$ cat src/rtl/fetch_queue_pkg.sv
`default_nettype none
// ============================================================================
// Module      : fetch_queue_pkg
// Description : Shared definitions for the instruction fetch stage: field bit
//               positions of a MIPS instruction word, the default reset PC,
//               the fetch state encoding and the FIFO entry layout.
// Revision    : 1.0 - initial release
// ============================================================================
package fetch_queue_pkg;

   // Default PC loaded on reset (start of MIPS user text segment)
   localparam logic [31:0] DEF_RESET_PC = 32'h0040_0000;

   // Instruction field bit positions
   localparam int OPCODE_HI = 31;
   localparam int OPCODE_LO = 26;
   localparam int RS_HI     = 25;
   localparam int RS_LO     = 21;
   localparam int RT_HI     = 20;
   localparam int RT_LO     = 16;
   localparam int RD_HI     = 15;
   localparam int RD_LO     = 11;
   localparam int FUNCT_HI  = 5;
   localparam int FUNCT_LO  = 0;
   localparam int IMM_HI    = 15;
   localparam int IMM_LO    = 0;

   // One FIFO entry carries the fetched word together with its PC
   localparam int ENTRY_W = 64;

   typedef struct packed {
      logic [31:0] pc;
      logic [31:0] instr;
   } fq_entry_t;

   // Fetch state encoding
   typedef enum logic [0:0] {
      ST_RUN  = 1'b0,
      ST_HALT = 1'b1
   } fq_state_e;

endpackage : fetch_queue_pkg
`default_nettype wire

$ cat src/rtl/fetch_fifo.sv
`default_nettype none
// ============================================================================
// Module      : fetch_fifo
// Description : DEPTH x WIDTH circular buffer holding fetched {pc, instr}
//               entries. Head data is read combinationally. Flush empties the
//               buffer and overrides push/pop in the same cycle.
// Ports       : clock, reset (async, active-high)
//               flush      - empty the buffer
//               push       - write push_data at the tail
//               push_data  - entry to write
//               pop        - remove the head entry
//               head_data  - entry at the head (stale when count == 0)
//               count      - number of valid entries (0..DEPTH)
// Revision    : 1.0 - initial release
// ============================================================================
module fetch_fifo
   import fetch_queue_pkg::*;
#(
   parameter int DEPTH = 4,
   parameter int WIDTH = ENTRY_W
) (
   input  logic                     clock,
   input  logic                     reset,
   input  logic                     flush,
   input  logic                     push,
   input  logic [WIDTH-1:0]         push_data,
   input  logic                     pop,
   output logic [WIDTH-1:0]         head_data,
   output logic [$clog2(DEPTH):0]   count
);

   localparam int AW = $clog2(DEPTH);
   localparam int CW = AW + 1;

   localparam logic [AW-1:0] c_ptr_one = AW'(1);
   localparam logic [CW-1:0] c_cnt_one = CW'(1);

   logic [WIDTH-1:0] r_mem [DEPTH];
   logic [AW-1:0]    r_wptr;
   logic [AW-1:0]    r_rptr;
   logic [CW-1:0]    r_count;

   // DEPTH is a power of two, so the pointers wrap modulo DEPTH on overflow.
   always_ff @(posedge clock or posedge reset) begin
      if (reset) begin
         r_wptr  <= '0;
         r_rptr  <= '0;
         r_count <= '0;
      end else if (flush) begin
         r_wptr  <= '0;
         r_rptr  <= '0;
         r_count <= '0;
      end else begin
         if (push) begin
            r_wptr <= r_wptr + c_ptr_one;
         end
         if (pop) begin
            r_rptr <= r_rptr + c_ptr_one;
         end
         case ({push, pop})
            2'b10:   r_count <= r_count + c_cnt_one;
            2'b01:   r_count <= r_count - c_cnt_one;
            default: r_count <= r_count;
         endcase
      end
   end

   // Storage needs no reset: an entry is only observed after it was written.
   always_ff @(posedge clock) begin
      if (push && !flush) begin
         r_mem[r_wptr] <= push_data;
      end
   end

   assign head_data = r_mem[r_rptr];
   assign count     = r_count;

endmodule : fetch_fifo
`default_nettype wire

$ cat src/rtl/fetch_queue.sv
`default_nettype none
// ============================================================================
// Module      : fetch_queue
// Description : Instruction fetch stage feeding mips_decode. Holds the PC,
//               issues sequential reads to a synchronous instruction memory,
//               buffers returned words in fetch_fifo and presents the head
//               entry split into instruction fields over valid/ready.
//               Supports PC redirect and halts permanently on a decode
//               exception until reset.
// Ports       : clock, reset          - clock, async active-high reset
//               imem_req/imem_addr    - read request and word address
//               imem_rdata            - data for previous cycle's request
//               redirect_valid/_pc    - load new PC and flush the queue
//               inst_valid/inst_ready - head handshake with decode
//               opcode..imm16,inst_pc - fields and PC of the head entry
//               except                - decode exception for the head
//               halted                - fetch stopped after an exception
// Revision    : 1.0 - initial release
// ============================================================================
module fetch_queue
   import fetch_queue_pkg::*;
#(
   parameter int          DEPTH    = 4,
   parameter logic [31:0] RESET_PC = DEF_RESET_PC
) (
   input  logic        clock,
   input  logic        reset,
   output logic        imem_req,
   output logic [31:0] imem_addr,
   input  logic [31:0] imem_rdata,
   input  logic        redirect_valid,
   input  logic [31:0] redirect_pc,
   output logic        inst_valid,
   input  logic        inst_ready,
   output logic [5:0]  opcode,
   output logic [4:0]  rs,
   output logic [4:0]  rt,
   output logic [4:0]  rd,
   output logic [5:0]  funct,
   output logic [15:0] imm16,
   output logic [31:0] inst_pc,
   input  logic        except,
   output logic        halted
);

   localparam int CW = $clog2(DEPTH) + 1;
   localparam logic [CW:0] c_depth = (CW+1)'(DEPTH);

   fq_state_e     r_state;
   fq_state_e     w_state_nxt;
   logic [31:0]   r_pc;
   logic          r_pending;    // a read was issued last cycle
   logic          r_drop;       // that read's response must be discarded

   logic [CW-1:0] w_count;
   fq_entry_t     w_head;
   fq_entry_t     w_push_entry;
   logic [CW:0]   w_occ;
   logic          w_run;
   logic          w_redirect;
   logic          w_valid;
   logic          w_accept;
   logic          w_except_acc;
   logic          w_flush;
   logic          w_push;
   logic          w_pop;
   logic          w_issue;
   logic [31:0]   w_instr;
   logic [31:0]   w_ipc;

   assign w_run      = (r_state == ST_RUN);
   assign w_redirect = w_run && redirect_valid;
   assign w_valid    = w_run && (w_count != '0);
   assign w_accept   = w_valid && inst_ready;

   // Redirect outranks an exception raised in the same cycle.
   assign w_except_acc = w_accept && except && !redirect_valid;
   assign w_flush      = w_redirect || w_except_acc;
   assign w_pop        = w_accept && !w_flush;
   assign w_push       = w_run && r_pending && !r_drop && !w_flush;

   // Slots already reserved: buffered entries plus the read in flight. A pop
   // in this cycle deliberately does not free a slot, so a push can never
   // find the FIFO full.
   assign w_occ   = {1'b0, w_count} + {{CW{1'b0}}, r_pending};
   assign w_issue = !reset && w_run && !redirect_valid && (w_occ < c_depth);

   assign w_push_entry.pc    = r_pc - 32'd4;
   assign w_push_entry.instr = imem_rdata;

   fetch_fifo #(
      .DEPTH (DEPTH),
      .WIDTH (ENTRY_W)
   ) u_fifo (
      .clock     (clock),
      .reset     (reset),
      .flush     (w_flush),
      .push      (w_push),
      .push_data (w_push_entry),
      .pop       (w_pop),
      .head_data (w_head),
      .count     (w_count)
   );

   // ------------------------------------------------------------------
   // PC and in-flight request tracking
   // ------------------------------------------------------------------
   always_ff @(posedge clock or posedge reset) begin
      if (reset) begin
         r_pc      <= RESET_PC;
         r_pending <= 1'b0;
         r_drop    <= 1'b0;
      end else if (w_run) begin
         if (w_redirect) begin
            // Masking keeps the target word-aligned; no request this cycle.
            r_pc      <= redirect_pc & 32'hFFFF_FFFC;
            r_pending <= 1'b0;
            r_drop    <= r_pending;
         end else if (w_except_acc) begin
            r_pending <= 1'b0;
            r_drop    <= r_pending | w_issue;
         end else begin
            if (w_issue) begin
               r_pc <= r_pc + 32'd4;
            end
            r_pending <= w_issue;
            r_drop    <= 1'b0;
         end
      end
   end

   // ------------------------------------------------------------------
   // State machine
   // ------------------------------------------------------------------
   always_ff @(posedge clock or posedge reset) begin
      if (reset) begin
         r_state <= ST_RUN;
      end else begin
         r_state <= w_state_nxt;
      end
   end

   always_comb begin
      w_state_nxt = r_state;
      case (r_state)
         ST_RUN: begin
            if (w_except_acc) begin
               w_state_nxt = ST_HALT;
            end
         end
         ST_HALT: begin
            w_state_nxt = ST_HALT;
         end
         default: begin
            w_state_nxt = ST_RUN;
         end
      endcase
   end

   // ------------------------------------------------------------------
   // Outputs. Fields read zero while no entry is presented.
   // ------------------------------------------------------------------
   assign w_instr = w_valid ? w_head.instr : 32'd0;
   assign w_ipc   = w_valid ? w_head.pc    : 32'd0;

   assign imem_req   = w_issue;
   assign imem_addr  = r_pc;
   assign inst_valid = w_valid;
   assign halted     = (r_state == ST_HALT);

   assign opcode  = w_instr[OPCODE_HI:OPCODE_LO];
   assign rs      = w_instr[RS_HI:RS_LO];
   assign rt      = w_instr[RT_HI:RT_LO];
   assign rd      = w_instr[RD_HI:RD_LO];
   assign funct   = w_instr[FUNCT_HI:FUNCT_LO];
   assign imm16   = w_instr[IMM_HI:IMM_LO];
   assign inst_pc = w_ipc;

endmodule : fetch_queue
`default_nettype wire

$ cat config.mk
export PLATFORM = sky130hd
export DESIGN_NAME = fetch_queue
export DESIGN_NICKNAME = d
export VERILOG_FILES = /design/src/rtl/fetch_queue_pkg.sv /design/src/rtl/fetch_fifo.sv /design/src/rtl/fetch_queue.sv
export SDC_FILE = /design/constraint.sdc
export NUM_CORES = 1
export LEC_CHECK = 0
export CAP_MARGIN = 15
export CORE_MARGIN = 3
export CORE_UTILIZATION = 40
export CTS_BUF_LIST = sky130_fd_sc_hd__clkbuf_16
export DETAILED_ROUTE_END_ITERATION = 12
export GPL_TIMING_DRIVEN = 1
export PLACE_DENSITY = 0.63
export SYNTH_ARGS = -nofsm -noshare
export SYNTH_HDL_FRONTEND = slang
export SYNTH_SLANG_ARGS = --single-unit
$ cat constraint.sdc
create_clock -name clock -period 5.2 [get_ports clock]
set_input_delay 1.04 -clock clock [delete_from_list [all_inputs] [get_ports clock]]
set_output_delay 1.04 -clock clock [all_outputs]
set_load 0.02 [all_outputs]
==> impl_metrics.toml <==
[global_route]
use_met2_pct = 25.6
busiest_layer = "met2"
grt.met1_usage_pct = 24.1
use_met3_pct = 3.51
grt_pass1_wl_um = 43000
track_usage_pct = 16.5
first_global_vias = 7409
grt_start_max_net_pins = 52
grt-ovfl-total = 0
antenna_found_initial = 0

[clock_tree]
cts_made_buffers = 31
cts_root_buffer = "clkbuf_16"
ctsHtreeMaxLevel = 1
cts_buffer_depth = 3
clk_latency_ns = 0.55
postCtsHoldBufs = 0
cts-resized-gates = 0
cts_tree = "yes"
clock-sinks = 288
postCtsSetupBuffers = 0
path_clk_slew_ns = 0.06

[drt]
drcViolationCount = 0
drt-vias-per-instance = 5.31
ant_nets = 0
routed_wl_um = 27600
drtPass1Iterations = 5
wl_per_cell_um = 20.4
first_iter_violations = 507
vias = 7174

[placed_design]
routabilityCongestion = 0.799
hpwl_um = 17700
preCtsSetupSlack_ns = 1.28
io_buffers = 172
dpl-instance-area_mm2 = 0.0144

[floorplanning]
dieWidth_um = 182
fp.dieH_um = 182
dieArea_mm2 = 0.0332
start_util_pct = 41.2
rows = 63
core_area_mm2 = 0.0301
io_pins = 179

[power]
switching_share_pct = 20.1
p_total_uw = 4720
intPower_uw = 3770
switchingPower_uw = 947
p_per_area_mw_per_mm2 = 307
leakagePower_uw = 0.00505
clockPowerShare_pct = 42.4
ir_worst_vdd_v = 0.000260
share_seq_of_total_power_pct = 54.2
comb_power_share_pct = 3.4

[setup_path]
path_max_fanout = 39
end_kind = "primary output"
critical_path_required_ns = 4.16
arrival_ns = 3.05
start_kind = "register"
path_class = "reg2out"

[synthesis]
synth-edff-count = 248
ys_warn_count = 0
synthTopCellsByCount = "edfxtp_1, and2_1, mux4_2, nor2_1, dfrtp_1"
synth_area_per_cell_um2 = 15.8
synth_area_leaders = "edfxtp_1, mux4_2, dfrtp_1"
syn_inst = 785
yosysMostFrequentCell = "edfxtp_1"
synth_seq_area_share_pct = 68.1
yosysUniqueCellTypes = 53
async_flop_share_pct = 13.9
synth.ff_latch_count = 288
netlist.area_leader.share_pct = 60.0
synth_flop_cell = "edfxtp_1"
synth_area_leader_cell = "edfxtp_1"
syn_area_mm2 = 0.0124

[sta]
setup_ws_ns = 1.11
worst_pin_slew_ns = 1.03
hold_viol = 0
fmax_mhz = 245
rsz0062_at_grt = "false"
final-max-slew-violation-count = 0
slew_headroom_pct = 31.5
layout_worst_path_cycle_share_pct = 78.6
fin_skew_ns = 0.0182
hold_ws_ns = 0.494
setup_viol = 0
min_period_ns = 4.09
tns_ns = 0

[finish]
antenna_cells = 0
area_growth_pct = 23.9
finalNetCount = 1017
fill_cells = 2553
fin_area_mm2 = 0.0154
drive_gt1_share_pct = 13.7

[worst_hold_path]
hold_class = "reg2reg"

[status]
status = "finished, final reports clean"

[run]
maxCapViolations = 0
-- registers in the layout (all words and copies together), names as in the netlist --
name           count
u_fifo.r_rptr      2
halted             1
r_pending          1
u_fifo.r_wptr      2
u_fifo.count       3
u_fifo.r_mem     248
r_drop             1
imem_addr         30
-- worst max-delay path, cell delays in order (launching register included) --
cell             delay [ns]
dfrtp_4                0.78
buf_12                 0.36
mux4_2                 0.60
and2_1                 0.18
clkdlybuf4s50_1        0.53
-- final cells by class --
| cell class | instances | area, um2 | share of cell area (%) |
|---|---|---|---|
| well taps | 390 | 488 | 3.17 |
| inverters | 13 | 48.8 | 0.317 |
| repair buffers | 187 | 1860 | 12.1 |
| multi-input cells | 419 | 3590 | 23.4 |
| flip-flops and latches | 288 | 8450 | 55.0 |
| clock buffers | 31 | 776 | 5.05 |
| clock inverters | 24 | 149 | 0.969 |
-- stage by stage --
stage	instances	util (%)
4_1_cts	1352	51.0
5_1_grt	1352	51.0
6_report	1352	51.0
3_3_place_gp	1297	48.0
2_1_floorplan	788	-
3_5_place_dp	1297	48.0
-- power groups by stage --
| stage | clock [uW] | sequential (uW) | combinational (uW) |
|---|---|---|---|
| after floorplan | 0 | 2600 | 64.5 |
| after global routing | 2160 | 2560 | 175 |
| after detailed placement | 0 | 2600 | 161 |
| final | 2000 | 2550 | 161 |
| after global placement | 0 | 2600 | 160 |
| after CTS | 2060 | 2550 | 163 |
-- layer usage --
| metal | vias to the layer above | wire [um] |
|---|---|---|
| met4 | 0 | 548 |
| met3 | 41 | 1860 |
| met1 | 3592 | 12600 |
| met2 | 244 | 12600 |
| li1 | 3297 | - |
| met5 | - | 0 |
-- cell families (layout without fill, tap and decap cells) --
| kind of cell | count (synthesis) | after routing | share of synthesized area (%) |
|---|---|---|---|
| AOI/OAI and AO/OA | 62 | 62 | 3.22 |
| xor gates and xnor gates | 42 | 42 | 2.96 |
| adders and majority gates | 8 | 8 | 0.867 |
| muxes | 64 | 64 | 11.4 |
| buffers and inverters | 81 | 255 | 3.14 |
| other | 1 | 4 | 0.0302 |
| and+or+nand+nor | 239 | 239 | 10.3 |
| DFF | 288 | 288 | 68.1 |
-- cell usage in the layout (no fill, tap or decap), types with 2 or more instances in the layout --
cell type,n
clkdlybuf4s50_1,172
bufinv_16,2
nand2_1,37
mux4_2,62
o311ai_0,3
nor4_1,10
clkinv_2,5
or2_2,2
xor2_1,21
nand4_1,12
edfxtp_1,248
and4_1,3
inv_1,21
mux2i_1,2
clkinv_1,8
ha_1,7
and3_1,2
buf_12,2
and3_2,4
and2_1,64
nor2_1,44
a211oi_1,5
clkbuf_16,31
conb_1,4
a311oi_1,5
nor3_1,17
nand3_1,23
or4_1,6
or3_1,4
o21ai_0,17
xnor2_1,21
dfrtp_1,37
o31ai_1,3
o22ai_1,5
nand2b_1,2
buf_4,13
a21oi_1,14
a22oi_1,2
-- worst paths after layout --
| kind | startpoint | end | slack (ns) | cells after the start |
|---|---|---|---|---|
| worst max-delay path | u_fifo.r_rptr[0]$_DFFE_PP0P_ | inst_pc[27] | 1.11 | 4 |
| worst min-delay path | r_drop$_DFFE_PP0N_ | r_drop$_DFFE_PP0N_ | 0.49 | 2 |
| worst max register to register | u_fifo.count[0]$_DFFE_PP0P_ | u_fifo.r_mem[0][6]$_DFFE_PP_ | 2.04 | 4 |
| worst min register to register | r_drop$_DFFE_PP0N_ | r_drop$_DFFE_PP0N_ | 0.49 | 2 |
| max in group asynchronous | reset | u_fifo.r_rptr[0]$_DFFE_PP0P_ | 3.76 | 3 |
| min in group asynchronous | reset | imem_addr[8]$_DFFE_PP0P_ | 1.01 | 3 |
Power figures use the tool's default switching activity.
